**src/rtl/apb_pkg.sv**
```systemverilog
// Shared definitions for the APB requester: FSM state encoding and the
// register map of the UART APB top that this requester programs.
package apb_pkg;

    typedef enum logic [1:0] {
        IDLE   = 2'b00,
        SETUP  = 2'b01,
        ACCESS = 2'b10
    } apb_state_e;

    localparam logic [31:0] ADDR_CTRL_REG  = 32'd0;
    localparam logic [31:0] ADDR_STATS_REG = 32'd1;
    localparam logic [31:0] ADDR_TX_REG    = 32'd2;
    localparam logic [31:0] ADDR_RX_REG    = 32'd3;

endpackage

```
**src/rtl/apb_master_ctrl.sv**
```systemverilog
// APB requester: turns a valid/ready command stream into APB SETUP/ACCESS
// transfers, one at a time, with wait-state support, a saturating timeout
// counter and exactly one registered response per accepted command.
module apb_master_ctrl
    import apb_pkg::*;
#(
    parameter int ADDR_W  = 32,
    parameter int DATA_W  = 32,
    parameter int TIMEOUT = 16
) (
    input  logic              PCLK,
    input  logic              PRESET,
    input  logic              cmd_valid,
    output logic              cmd_ready,
    input  logic              cmd_write,
    input  logic [ADDR_W-1:0] cmd_addr,
    input  logic [DATA_W-1:0] cmd_wdata,
    output logic              rsp_valid,
    output logic [DATA_W-1:0] rsp_rdata,
    output logic              rsp_err,
    output logic              PSEL,
    output logic              PENABLE,
    output logic              PWRITE,
    output logic [ADDR_W-1:0] PADDR,
    output logic [DATA_W-1:0] PWDATA,
    input  logic [DATA_W-1:0] PRDATA,
    input  logic              PREADY
);

    localparam int CNT_W = $clog2(TIMEOUT + 1);

    apb_state_e       state_q;
    apb_state_e       state_d;
    logic [CNT_W-1:0] wait_cnt_q;
    logic [CNT_W-1:0] wait_cnt_d;
    logic             accept;
    logic             complete;
    logic             timeout_hit;

    assign accept = cmd_valid && cmd_ready;

    // Next-state, bus strobes and completion decode; cmd_ready looks only at state and PREADY
    always_comb begin
        state_d     = state_q;
        wait_cnt_d  = wait_cnt_q;
        cmd_ready   = 1'b0;
        PSEL        = 1'b0;
        PENABLE     = 1'b0;
        complete    = 1'b0;
        timeout_hit = 1'b0;
        case (state_q)
            IDLE: begin
                cmd_ready = 1'b1;
                if (cmd_valid) begin
                    state_d = SETUP;
                end
            end
            SETUP: begin
                PSEL       = 1'b1;
                state_d    = ACCESS;
                wait_cnt_d = '0;
            end
            ACCESS: begin
                PSEL      = 1'b1;
                PENABLE   = 1'b1;
                cmd_ready = PREADY;
                if (PREADY) begin
                    complete = 1'b1;
                    state_d  = cmd_valid ? SETUP : IDLE;
                end else if (wait_cnt_q == CNT_W'(TIMEOUT)) begin
                    complete    = 1'b1;
                    timeout_hit = 1'b1;
                    state_d     = IDLE;
                end else begin
                    wait_cnt_d = wait_cnt_q + 1'b1;
                end
            end
            default: begin
                state_d = IDLE;
            end
        endcase
    end

    // State, wait counter, latched command and registered response; reset aborts silently
    always_ff @(posedge PCLK) begin
        if (PRESET) begin
            state_q    <= IDLE;
            wait_cnt_q <= '0;
            PWRITE     <= 1'b0;
            PADDR      <= '0;
            PWDATA     <= '0;
            rsp_valid  <= 1'b0;
            rsp_rdata  <= '0;
            rsp_err    <= 1'b0;
        end else begin
            state_q    <= state_d;
            wait_cnt_q <= wait_cnt_d;
            rsp_valid  <= complete;
            if (accept) begin
                PWRITE <= cmd_write;
                PADDR  <= cmd_addr;
                PWDATA <= cmd_wdata;
            end
            if (complete) begin
                rsp_err   <= timeout_hit;
                rsp_rdata <= (timeout_hit || PWRITE) ? '0 : PRDATA;
            end
        end
    end

endmodule

```
**config.mk**
```make
export PLATFORM = sky130hd
export DESIGN_NAME = apb_master_ctrl
export DESIGN_NICKNAME = d
export VERILOG_FILES = /design/src/rtl/apb_pkg.sv /design/src/rtl/apb_master_ctrl.sv
export SDC_FILE = /design/constraint.sdc
export NUM_CORES = 1
export LEC_CHECK = 0
export BUFFER_PORTS_ARGS = -buffer_cell sky130_fd_sc_hd__clkbuf_2
export CAP_MARGIN = 20
export CORE_ASPECT_RATIO = 0.8
export CORE_MARGIN = 4
export CORE_UTILIZATION = 35
export CTS_CLUSTER_SIZE = 10
export DETAILED_ROUTE_END_ITERATION = 12
export GPL_TIMING_DRIVEN = 0
export PLACE_DENSITY = 0.72
export SYNTH_ARGS = -nofsm -noshare
export SYNTH_HDL_FRONTEND = slang
export SYNTH_SLANG_ARGS = --single-unit
```
**constraint.sdc**
```tcl
create_clock -name PCLK -period 3.2 [get_ports PCLK]
set_clock_uncertainty 0.2 [all_clocks]
set_input_delay 0.16 -clock PCLK [delete_from_list [all_inputs] [get_ports PCLK]]
set_output_delay 0.16 -clock PCLK [all_outputs]
set_load 0.02 [all_outputs]
```
==> impl_metrics.toml <==
[global_route]
grt_usage_pct = 21.09
antenna_found_initial = 0
grt_max_degree = 17
grt_pass1_wl_um = 22940
grt_overflow_total = 0
grt_pass1_vias = 4684

[hold_path]
hp-class = "in2reg"

[finish]
antennaDiodeCount = 0
syn_to_final_growth_pct = 62.96
drive_above_1_share_pct = 31.28
final_nets = 852
fillers = 917

[synth]
synth_area_leader_cell = "dfxtp_1"
synthSimpleGateAreaFrac_pct = 11.44
synth_adder_area_share_pct = 2.194
ys_async_sr_fraction_pct = 0
synth_mux_area_share_pct = 0.2507
synth.ff_latch_count = 106
synth_top_family_by_area = "compound AO/OA/AOI/OAI gates"
yosysWarnings = 0
syn_avg_cell_area_um2 = 9.221
ys_types = 35
synth_commonest_cells = "106 x dfxtp_1, 69 x a21oi_1, 68 x nand3_1"
synth_xor_area_share_pct = 0.2194
ys.flop_type = "dfxtp_1"
seq_area_frac_synth_pct = 53.15
synth_compound_area_share_pct = 27.08
syn_area_um2 = 3993
yosysTopAreaCellShare_pct = 53.15
yosysMostFrequentCell = "dfxtp_1"
yosys-top-cells-area = "dfxtp_1 53%, a21oi_1 8.6%, nand3_1 8.5%, a32o_1 8.0%, o21ai_0 7.3%"
syn_nets = 541
synth_edf_count = 0
synthCells = 433

[place]
io_buffers = 202
hpwlAfterDp_um = 9535
gp_congestion = 0.8256

[floorplan]
rows = 34
die-area_um2 = 13190
ioPinCount = 203
core-area_um2 = 11020
die_w_um = 127.4
start_util_pct = 36.24
die_h_um = 103.5

[setup_path]
cp_data_required_time_ps = 2840
crit_fanout = 10
critPathLaunchType = "flop"
cp-end-kind = "output port"
arrival_ps = 1960
critPathKind = "reg2out"

[timing]
tightest_slew_ps = 614.0
maxSlewHeadroom_pct = 59.07
timing.final.crit_period_ps = 2318
finalSetupTns_ps = 0
rsz0062_at_grt = "false"
finalHoldViolations = 0
fmax_mhz = 431.3
min_period_over_period_pct = 72.45
finalMaxSlewViolations = 0
setup_viol_count_final = 0

[power]
pwr_density_cell_nw_per_um2 = 517.2
p_leak_nw = 2.819
peakVddDrop_uv = 354.2
total_power_mw = 3.365

[route]
avgRoutedWirePerCell_um = 16.05
remaining_drc_errors = 0
wl_um = 14320
vias = 4625
first_iter_violations = 294
first_pass_iters = 5
viasPerCell = 5.185
ant_nets = 0

[clock_network]
cts_sinks = 106
cts_tree = "built"
insertion_delay_ps = 340
clk_pin_slew_ps = 70
cts_buffer_depth = 2
h-tree-depth = 3
postCtsSetupBuffers = 0
cts_buffers = 9
root_buffer = "clkbuf_16"

[run_status]
outcome = "completed"

[flow_run]
maxCapViolations = 0
[worst max-delay path, cell delays in order, from the launching register on]
cell,delay (ps)
dfxtp_1,340
inv_1,110
ha_1,190
buf_2,210
a21oi_2,90
inv_1,180
buf_2,280
clkbuf_2,220
[power by group]
group	total (mW)	switching [mW]	internal (mW)
Clock	1.26	0.475	0.780
Combinational	0.669	0.400	0.270
Sequential	1.44	0.0421	1.40
[cell families (layout without fill, tap and decap cells)]
group                      after synthesis  count (layout)
AOI/OAI and AO/OA                      178             178
DFF                                    106             106
and+or+nand+nor                         85              85
buffers and inverters                   55             370
adders and majority gates                7               7
xor gates and xnor gates                 1               1
muxes                                    1               1
[sequential cells by signal, summed over array words and instances, names as in the netlist]
| register | count |
|---|---|
| PADDR | 32 |
| PWRITE | 1 |
| rsp_rdata | 32 |
| rsp_valid | 1 |
| PWDATA | 32 |
| state_q | 2 |
| wait_cnt_q | 5 |
| rsp_err | 1 |
[layout by cell type (no fill, tap or decap), types with 3 or more instances in the layout]
cell type / n
clkbuf_16: 9
nand3_1: 68
o211ai_1: 4
ha_1: 7
a21oi_1: 69
o21ai_1: 8
inv_1: 6
a32o_1: 32
dlygate4sd3_1: 98
bufinv_16: 3
nand2_1: 4
clkbuf_2: 202
o21ai_0: 58
clkbuf_1: 33
dfxtp_1: 106
buf_2: 10
[metrics by stage]
| step | area, um^2 | hold WS [ps] | utilization [%] | instances | setup slack [ps] |
|---|---|---|---|---|---|
| 3_5_place_dp | 5184 | 176.4 | 47.05 | 779 | 999.4 |
| 3_3_place_gp | 5184 | 171.5 | 47.05 | 779 | 1090 |
| 2_1_floorplan | 3993 | 60.08 | - | 433 | 1251 |
| 4_1_cts | 6506 | 33.62 | 59.05 | 892 | 875.3 |
| 6_report | 6506 | 51.56 | 59.05 | 892 | 881.6 |
| 5_1_grt | 6506 | 59.43 | 59.05 | 892 | 759.9 |
[layout make-up]
type	count	area [um^2]	area share [%]
buffer	47	196.4	3.019
multi-input combinational	272	1644	25.27
timing repair buffer	300	1992	30.62
clock inverter	5	102.6	1.577
inverter	8	30.03	0.4615
tap	144	180.2	2.769
clock buffer	10	239.0	3.673
sequential	106	2122	32.62
[path summary, 6_finish.rpt]
kind / from / endpoint / slack (ps) / cells after the start
max: state_q[0] / cmd_ready / 880 / 7
min: PRESET / rsp_rdata[0] / 50 / 3
max reg2reg: state_q[0] / PWDATA[19] / 910 / 8
min reg2reg: PADDR[4] / PADDR[4] / 280 / 2
[timing repair]
item	4_1_cts	5_1_grt
hold buffers	98	0
hold endpoints to repair	98	0
gates resized for setup	0	0
[per-layer routing]
| metal | track usage, % | part of all wire [%] | up-vias |
|---|---|---|---|
| met3 | 4.372 | 6.6 | 37 |
| met5 | 0 | 0 | - |
| met4 | 9.265 | 3.0 | 0 |
| li1 | - | - | 2214 |
| met2 | 35.99 | 50 | 211 |
| met1 | 25.48 | 40 | 2163 |
Power figures use the tool's default switching activity.
